`config.mk`:
```
export PLATFORM = sky130hd
export DESIGN_NAME = food_placer
export DESIGN_NICKNAME = d
export VERILOG_FILES = /design/src/rtl/snake_pkg.sv /design/src/rtl/food_placer_point_qualifier.sv /design/src/rtl/food_placer.sv
export SDC_FILE = /design/constraint.sdc
export NUM_CORES = 1
export LEC_CHECK = 0
export BUFFER_PORTS_ARGS = -buffer_cell sky130_fd_sc_hd__buf_2
export CAP_MARGIN = 20
export CORE_ASPECT_RATIO = 1.25
export CORE_UTILIZATION = 56
export CTS_CLUSTER_SIZE = 40
export DETAILED_ROUTE_END_ITERATION = 6
export GPL_TIMING_DRIVEN = 0
export PLACE_DENSITY = 0.89
export SYNTH_ARGS = -nofsm -noshare
export SYNTH_HDL_FRONTEND = slang
export SYNTH_HIERARCHICAL = 1
export SYNTH_SLANG_ARGS = --single-unit
```
`constraint.sdc`:
```
create_clock -name VGA_clk -period 4.93 [get_ports VGA_clk]
set_clock_uncertainty 0.15 [all_clocks]
set_input_delay 0.7395 -clock VGA_clk [delete_from_list [all_inputs] [get_ports VGA_clk]]
set_output_delay 0.7395 -clock VGA_clk [all_outputs]
set_load 0.01 [all_outputs]
```
`src/rtl/snake_pkg.sv`:
```
`default_nettype none
// ============================================================================
// Module      : snake_pkg
// Description : Shared coordinate types, placer state encoding and playfield
//               constants for the snake game.
// Revision    : 1.0 - initial release
// ============================================================================
package snake_pkg;

  typedef logic [9:0] xcoord_t;
  typedef logic [8:0] ycoord_t;

  typedef enum logic [1:0] {
    SAMPLE = 2'd0,
    CHECK  = 2'd1,
    HOLD   = 2'd2
  } fp_state_t;

  localparam int SCREEN_W = 640;
  localparam int SCREEN_H = 480;
  localparam int GRID     = 10;

endpackage
`default_nettype wire

```
`src/rtl/food_placer_point_qualifier.sv`:
```
`default_nettype none
// ============================================================================
// Module      : point_qualifier
// Description : Clamps a raw random point into the legal food window and
//               flags whether the clamped point sits on the cell grid.
// Revision    : 1.0 - initial release
// ============================================================================
module point_qualifier
  import snake_pkg::*;
#(
  parameter int GRID  = snake_pkg::GRID,
  parameter int X_MIN = 20,
  parameter int X_MAX = 620,
  parameter int Y_MIN = 20,
  parameter int Y_MAX = 460
) (
  input  logic [9:0] x_i,
  input  logic [8:0] y_i,
  output logic [9:0] cx_o,
  output logic [8:0] cy_o,
  output logic       aligned_o
);

  localparam xcoord_t X_LO = xcoord_t'(X_MIN);
  localparam xcoord_t X_HI = xcoord_t'(X_MAX);
  localparam ycoord_t Y_LO = ycoord_t'(Y_MIN);
  localparam ycoord_t Y_HI = ycoord_t'(Y_MAX);
  localparam xcoord_t GX   = xcoord_t'(GRID);
  localparam ycoord_t GY   = ycoord_t'(GRID);

  // Unsigned inclusive clamp, then constant-modulus grid test on the result.
  always_comb begin
    cx_o = x_i;
    if (x_i < X_LO)      cx_o = X_LO;
    else if (x_i > X_HI) cx_o = X_HI;
    cy_o = y_i;
    if (y_i < Y_LO)      cy_o = Y_LO;
    else if (y_i > Y_HI) cy_o = Y_HI;
    aligned_o = ((cx_o % GX) == '0) && ((cy_o % GY) == '0);
  end

endmodule
`default_nettype wire

```
`src/rtl/food_placer.sv`:
```
`default_nettype none
// ============================================================================
// Module      : food_placer
// Description : Turns the free-running random point stream into a validated,
//               unoccupied food position and holds it until eaten.
// Revision    : 1.0 - initial release
// ============================================================================
module food_placer
  import snake_pkg::*;
#(
  parameter int GRID       = snake_pkg::GRID,
  parameter int X_MIN      = 20,
  parameter int X_MAX      = 620,
  parameter int Y_MIN      = 20,
  parameter int Y_MAX      = 460,
  parameter int MAX_TRIES  = 8,
  parameter int FALLBACK_X = 320,
  parameter int FALLBACK_Y = 240
) (
  input  logic       VGA_clk,
  input  logic       reset_n,
  input  logic [9:0] randX,
  input  logic [8:0] randY,
  input  logic       eat,
  output logic       chk_req,
  output logic [9:0] chk_x,
  output logic [8:0] chk_y,
  input  logic       chk_done,
  input  logic       chk_hit,
  output logic [9:0] food_x,
  output logic [8:0] food_y,
  output logic       food_valid,
  output logic       new_food,
  output logic [7:0] food_count
);

  localparam int TRIES_W = $clog2(MAX_TRIES + 1);
  localparam logic [TRIES_W-1:0] TRIES_LIMIT = TRIES_W'(MAX_TRIES);

  fp_state_t          state_q, state_d;
  logic [TRIES_W-1:0] tries_q, tries_d;
  logic               chk_req_q, chk_req_d;
  xcoord_t            chk_x_q, chk_x_d;
  ycoord_t            chk_y_q, chk_y_d;
  xcoord_t            food_x_q, food_x_d;
  ycoord_t            food_y_q, food_y_d;
  logic               food_valid_q, food_valid_d;
  logic               new_food_q, new_food_d;
  logic [7:0]         food_count_q, food_count_d;

  xcoord_t            cx;
  ycoord_t            cy;
  logic               aligned;
  logic [TRIES_W-1:0] tries_inc;
  logic               fallback;

  point_qualifier #(
    .GRID  (GRID),
    .X_MIN (X_MIN),
    .X_MAX (X_MAX),
    .Y_MIN (Y_MIN),
    .Y_MAX (Y_MAX)
  ) u_qual (
    .x_i       (randX),
    .y_i       (randY),
    .cx_o      (cx),
    .cy_o      (cy),
    .aligned_o (aligned)
  );

  assign tries_inc = tries_q + 1'b1;

  // State register; async reset so a mid-query reset drops chk_req at once.
  always_ff @(posedge VGA_clk or negedge reset_n) begin
    if (!reset_n) begin
      state_q      <= SAMPLE;
      tries_q      <= '0;
      chk_req_q    <= 1'b0;
      chk_x_q      <= '0;
      chk_y_q      <= '0;
      food_x_q     <= '0;
      food_y_q     <= '0;
      food_valid_q <= 1'b0;
      new_food_q   <= 1'b0;
      food_count_q <= '0;
    end else begin
      state_q      <= state_d;
      tries_q      <= tries_d;
      chk_req_q    <= chk_req_d;
      chk_x_q      <= chk_x_d;
      chk_y_q      <= chk_y_d;
      food_x_q     <= food_x_d;
      food_y_q     <= food_y_d;
      food_valid_q <= food_valid_d;
      new_food_q   <= new_food_d;
      food_count_q <= food_count_d;
    end
  end

  // Next-state: sample/qualify, query occupancy, hold; rejections count
  // toward the try limit, which forces the fixed fallback cell.
  always_comb begin
    state_d      = state_q;
    tries_d      = tries_q;
    chk_req_d    = chk_req_q;
    chk_x_d      = chk_x_q;
    chk_y_d      = chk_y_q;
    food_x_d     = food_x_q;
    food_y_d     = food_y_q;
    food_valid_d = food_valid_q;
    new_food_d   = 1'b0;
    food_count_d = food_count_q;
    fallback     = 1'b0;

    case (state_q)
      SAMPLE: begin
        if (aligned) begin
          chk_x_d   = cx;
          chk_y_d   = cy;
          chk_req_d = 1'b1;
          state_d   = CHECK;
        end else begin
          tries_d  = tries_inc;
          fallback = (tries_inc == TRIES_LIMIT);
        end
      end
      CHECK: begin
        if (chk_done && chk_req_q) begin
          chk_req_d = 1'b0;
          if (!chk_hit) begin
            food_x_d     = chk_x_q;
            food_y_d     = chk_y_q;
            food_valid_d = 1'b1;
            new_food_d   = 1'b1;
            state_d      = HOLD;
          end else begin
            tries_d  = tries_inc;
            fallback = (tries_inc == TRIES_LIMIT);
            state_d  = SAMPLE;
          end
        end
      end
      HOLD: begin
        if (eat) begin
          food_valid_d = 1'b0;
          food_count_d = food_count_q + 8'd1;
          tries_d      = '0;
          state_d      = SAMPLE;
        end
      end
      default: state_d = SAMPLE;
    endcase

    if (fallback) begin
      food_x_d     = xcoord_t'(FALLBACK_X);
      food_y_d     = ycoord_t'(FALLBACK_Y);
      food_valid_d = 1'b1;
      new_food_d   = 1'b1;
      state_d      = HOLD;
    end
  end

  assign chk_req    = chk_req_q;
  assign chk_x      = chk_x_q;
  assign chk_y      = chk_y_q;
  assign food_x     = food_x_q;
  assign food_y     = food_y_q;
  assign food_valid = food_valid_q;
  assign new_food   = new_food_q;
  assign food_count = food_count_q;

endmodule
`default_nettype wire

```
# After elaboration in Yosys (flattened, before gate mapping)
# Index checks and enable logic that the tools add are counted.
dict set report op_classes {
  addsub 2
  multipliers 0
  div 2
  order_cmp 4
  eq_ne 13
  shift 0
  muxes 39
  n_bitwise 0
  reduce_logical 17
}
# op n
set op_table {}
lappend op_table {{$mux W10} 6}
lappend op_table {{$mux W9} 6}
lappend op_table {{$mux W4} 4}
lappend op_table {{$mux W1} 13}
lappend op_table {{$ne A3 B3 Y1 const B} 4}
lappend op_table {{$pmux W4 S3} 1}
lappend op_table {{$gt A10 B10 Y1 const B} 1}
lappend op_table {{$logic_not A10 Y1} 1}
lappend op_table {{$lt A10 B5 Y1 const B} 1}
lappend op_table {{$mod A10 B4 Y10 const B} 1}
lappend op_table {{$mux W2} 5}
lappend op_table {{$ne A2 B2 Y1 const B} 5}
lappend op_table {{$gt A9 B9 Y1 const B} 1}
lappend op_table {{$logic_not A9 Y1} 1}
lappend op_table {{$lt A9 B5 Y1 const B} 1}
lappend op_table {{$mod A9 B4 Y9 const B} 1}
lappend op_table {{$reduce_and A3 Y1} 3}
lappend op_table {{$add A8 B1 Y8 const B} 1}
lappend op_table {{$pmux W1 S2} 3}
lappend op_table {{$pmux W2 S3} 1}
lappend op_table {{$reduce_bool A2 Y1} 3}
lappend op_table {{$reduce_bool A3 Y1} 2}
lappend op_table {{$reduce_and A5 Y1} 1}
lappend op_table {{$add A4 B1 Y4 const B} 1}
lappend op_table {{8 further kinds} 10}
dict set report totals {
  reg_bits 55
  latchBits 0
  ramBits 0
  mem_bits_ro 0
  out_inout_bits 49
  elab_cells 87
  memories 0
}

# Longest topological paths before layout
dict set report logic_depth {
  ltp_word 10
  mapped_depth 24
}

# By module
# The synthesis kept the hierarchy.
# module n_inst cells_each area_each_um2 seq_area_each_um2
set by_module_without_submodules {}
lappend by_module_without_submodules {food_placer 1 203 2344.7 1376.3}
lappend by_module_without_submodules {point_qualifier 1 264 1735.4 0.0}

# Least setup slack after synthesis
# No wires, ideal clock.
dict set report synth_path {
  kind {input-to-reg}
  startpoint {input port randY[4]}
  endpoint {register chk_x_q[1], in the netlist chk_x[1]}
  setup_time_ps 125
  arrival_ps 4900
  required_ps 4655
  slack_ps -245
  stages 20
  cell_sequence {buf_6 nor3b_1 or4_1 a32oi_1 buf_4 nand2b_1 a21oi_1 a31oi_1 ha_1 inv_1 o21ai_0 and4b_1 a221o_1 or4_1 o211a_1 a211oi_2 nor3b_1 buf_4 buf_6 mux2_2}
}
dict set report synth_via {
  elab_chain_cells 7
  word_cells_on_any_way 8
}
# item line_no
set synth_rtl {}
lappend synth_rtl {{start, declared} food_placer.sv:23} ;# input logic [8:0] randY,
lappend synth_rtl {{$gt A9 B9 Y1} food_placer_point_qualifier.sv:38} ;# else if (y_i > Y_HI) cy_o = Y_HI;
lappend synth_rtl {{$mux W9} food_placer_point_qualifier.sv:38}
lappend synth_rtl {{$mux W9 *} food_placer_point_qualifier.sv:37} ;# if (y_i < Y_LO) cy_o = Y_LO;
lappend synth_rtl {{$mod A9 B4 Y9 *} food_placer_point_qualifier.sv:39} ;# aligned_o = ((cx_o % GX) == '0) && ((cy_o % GY) == '0);
lappend synth_rtl {{$logic_not A9 Y1 *} food_placer_point_qualifier.sv:39}
lappend synth_rtl {{$logic_and A1 B1 Y1 *} food_placer_point_qualifier.sv:39}
lappend synth_rtl {{named net aligned} food_placer.sv:53} ;# logic aligned;
lappend synth_rtl {{$reduce_and A2 Y1 (no line) *} --}
lappend synth_rtl {{end signal, assigned} food_placer.sv:90} ;# chk_x_q <= chk_x_d;
lappend synth_rtl {{end, declared} food_placer.sv:43} ;# xcoord_t chk_x_q, chk_x_d;
# Mark *: on every way through the listed nets, which the timed path passes. The rest lies on a longest branch.
# A chain may end at the register's enable or synchronous reset.

# Worst setup path in the final report
dict set report layout_path {
  startpoint {input port randY[4]}
  endpoint {register chk_y_q[8], in the netlist chk_y[8]}
}
dict set report layout_via {
  elab_chain_cells 7
  word_cells_on_any_way 8
}
# item line_no
set layout_rtl {}
lappend layout_rtl {{$gt A9 B9 Y1} food_placer_point_qualifier.sv:38}
lappend layout_rtl {{$mux W9} food_placer_point_qualifier.sv:38}
lappend layout_rtl {{$mux W9 *} food_placer_point_qualifier.sv:37}
lappend layout_rtl {{$mod A9 B4 Y9 *} food_placer_point_qualifier.sv:39}
lappend layout_rtl {{$logic_not A9 Y1 *} food_placer_point_qualifier.sv:39}
lappend layout_rtl {{$logic_and A1 B1 Y1 *} food_placer_point_qualifier.sv:39}
lappend layout_rtl {{named net aligned} food_placer.sv:53}
lappend layout_rtl {{$reduce_and A2 Y1 (no line) *} --}
lappend layout_rtl {{end signal, assigned} food_placer.sv:91} ;# chk_y_q <= chk_y_d;
lappend layout_rtl {{end, declared} food_placer.sv:44} ;# ycoord_t chk_y_q, chk_y_d;
# Marks and branches as above.

==> summary.txt <==
RSZ-0062 raised after global routing = true
Die height = 97.4 µm
CTS tree = done
Post-synth top area share = 33.7%
CTS H-tree depth = 2
Total CTS buffers = 5
Post-route insts no fill = 655
Placed insts = 626
I/O Buffers = 68
GRT overflow = 0
CORE AREA = 7020 µm²
Post-synthesis cell type count = 79
Power Total = 0.00211 W
Critical path data arrival time = 5.06 ns
Ys Warns = 6
Post-synthesis net count = 501
HP Class = in2async
Crit-path max FO = 8
Worst reg2reg path depth = 5
Setup CP Type = in2reg
Cell count after synthesis = 467
Avg WL per Cell = 17.7 µm
Worst Slack Setup Final = -0.0781 ns
Number of max-cap violations = 0
Post-synth top area cell = dfrtp_1
Rel. slew slack = 36.4%
Area growth from synthesis to layout = 26.3%
Outcome = finished with violations
DR vias/cell = 6.22
CP Launch Type = input port
Gr busiest metal = met2
Min Hold Slack = 0.285 ns
Num ports = 73
Final Wtd Congestion = 0.945
Core Rows = 34
M2 GR Usage = 49.5%
Post-DP HPWL = 7750 µm
Post-route DRC violation count = 0
Via Count = 4,072
Final design utilization = 73.4%
VDD IR max = 0.296 mV
Power Density = 409 nW/µm²
Post-synth EDFFs = 0
CP endpoint kind = flip-flop
Seq cells post-synth = 55
Share of cells above drive strength 1 = 33.3%
Req. time, crit path = 4.98 ns
First drt pass iteration count = 5
Mapped Avg Cell Area = 8.74 µm²
# diodes = 0
Clock sink count = 55
Aggregate negative setup slack = -1.07 ns
Failing checks = setup timing
Via count of the first global-routing pass = 3,737
Final setup vio count = 18
# fillers = 522
Die Wd = 78.3 µm
Largest net degree at the start of global routing = 30
Total wire length = 11,600 µm
Top cells by area, synth = dfrtp_1 (34%), nand2_1 (6.3%), mux2_2 (5.2%)
Final Max Tran Viols = 0
All-layer global routing usage = 28.2%
Top_reg_cell synth = dfrtp_1
Global-route met3 utilization = 4.04%
Initial antenna violation count = 0
First-pass GRT wire length = 17,200 µm
Clk_lat worst skew = 0.31 ns
Static Leak = 2.44 nW
Met1 Usage GRT = 34.7%
Crit share post-route = 102%
Layout net count = 598
Share of flip-flops with an asynchronous set or reset = 100%
Tmin final = 5.01 ns
Antenna viol nets, final = 0
Clock Pin Slew Worst Setup and Hold Paths = 0.10 ns
Initial core utilization = 58.1%
Maximum clock insertion buffer count = 2
Initial drt markers = 337
Die area = 7630 µm²
Register area share after synthesis = 33.7%
Final Hold Fails = 0
Root Buffer = clkbuf_8
Mapped cell area = 4080 µm²
Worst slew pin tran = 0.952 ns
Fmax = 0.200 GHz
## report_power, final
part           internal, W  switching (W)
clock network     0.000165       0.000149
logic             0.000488       0.000559
registers         0.000606       0.000139
total              0.00126       0.000847
## metrics by stage
stage | worst slack (ns) | area, µm²
floorplan | -0.177 | 4100
global placement | -0.726 | 4550
detailed placement | -0.748 | 4570
CTS | -0.0308 | 4790
global route | -0.203 | 5150
finish | -0.0781 | 5150
## worst paths after layout
path,startpoint,end,slack [ns]
hold / removal,reset_n,state_q[1]$_DFFE_PN0P_,0.29
min in group VGA_clk,food_count[7]$_DFFE_PN0P_,food_count[7]$_DFFE_PN0P_,0.33
max in group asynchronous,reset_n,chk_x[4]$_DFFE_PN0P_,3.77
hold reg to reg,food_count[7]$_DFFE_PN0P_,food_count[7]$_DFFE_PN0P_,0.33
setup / recovery,randY[4],chk_y[8]$_DFFE_PN0P_,-0.08
setup reg to reg,tries_q[0]$_DFFE_PN0P_,food_y[1]$_DFFE_PN0P_,2.63
## registers in the layout, summed over array words and instances (netlist names)
| name | cells |
|---|---|
| chk_y | 9 |
| food_y | 9 |
| tries_q | 4 |
| food_valid | 1 |
| chk_req | 1 |
| state_q | 2 |
| food_x | 10 |
| chk_x | 10 |
| new_food | 1 |
| food_count | 8 |
## area by class of cell
class | count | area (µm²) | share of cell area, %
Clock inverter | 2 | 35.0 | 0.680
Tap cell | 90 | 113 | 2.18
Buffer | 37 | 234 | 4.54
Sequential cell | 55 | 1380 | 26.7
Inverter | 15 | 58.8 | 1.14
Timing Repair Buffer | 90 | 553 | 10.7
Clock buffer | 6 | 82.6 | 1.60
Multi-Input combinational cell | 360 | 2700 | 52.4
## synth_stat cells, types with 7 or more instances
cell and instances:
nand2_1 69, nor3b_1 7, inv_1 13, nand3_1 17
dfrtp_1 55, a21oi_1 30, nor2_1 14, a21o_1 8
and3_1 8, nor3_1 8, o21ai_0 17, ha_1 10
mux2_2 19, nand2b_1 12, nor2b_1 10, clkbuf_1 14
xnor2_1 10, buf_2 16
## timing repair
item	in CTS	in global routing
gates resized for setup	7	63
endpoints found under the setup margin	38	45
cloned	0	2
buffers inserted	10	10
pin swaps	3	13
endpoints found under the hold margin	0	0
hold buffers	0	0
## critical path: stages
cell,delay (ns)
buf_12,0.11
nor3b_2,0.14
or4_4,0.53
a32oi_2,0.27
buf_4,0.17
nand2b_4,0.12
a21oi_2,0.05
a31oi_2,0.23
ha_4,0.25
buf_4,0.14
nand2_1,0.06
o21ai_1,0.07
a221o_1,0.41
buf_4,0.19
xor2_1,0.17
o2111ai_1,0.14
o211a_1,0.17
a211oi_4,0.22
nor3b_4,0.25
buf_6,0.17
clkbuf_16,0.16
mux2_4,0.29
## cell families (layout without fill, tap and decap cells)
logic type / count (synthesis) / after routing / share of synthesized area, %
AO/OA/AOI/OAI: 116 / 117 / 20.6
XOR/XNOR: 13 / 13 / 2.79
adder cells (fa/ha/maj): 12 / 12 / 3.56
buffers and inverters: 53 / 150 / 6.56
flip-flops: 55 / 55 / 33.7
multiplexers: 26 / 26 / 6.99
AND/OR/NAND/NOR: 192 / 192 / 25.7
## per-layer routing
layer / part of all wire [%] / vias to the layer above
li1: - / 1891
met1: 40 / 1993
met5: 0 / -
met3: 5.2 / 21
met4: 1.8 / 0
met2: 53 / 167
## cells in the final DEF, fill, tap and decap left out, drive strengths merged, types with 5 or more instances in the layout
cell type / instances
buf: 112
nand2: 69
dfrtp: 55
a21oi: 31
o21ai: 21
clkbuf: 21
mux2: 20
nand3: 18
nor2: 15
inv: 15
nand2b: 12
xnor2: 10
nor2b: 10
ha: 10
nor3: 9
a21o: 8
and3: 8
o211ai: 8
nor3b: 7
mux2i: 6
a31oi: 6
and2: 5
or4: 5
Power figures use the tool's default switching activity.
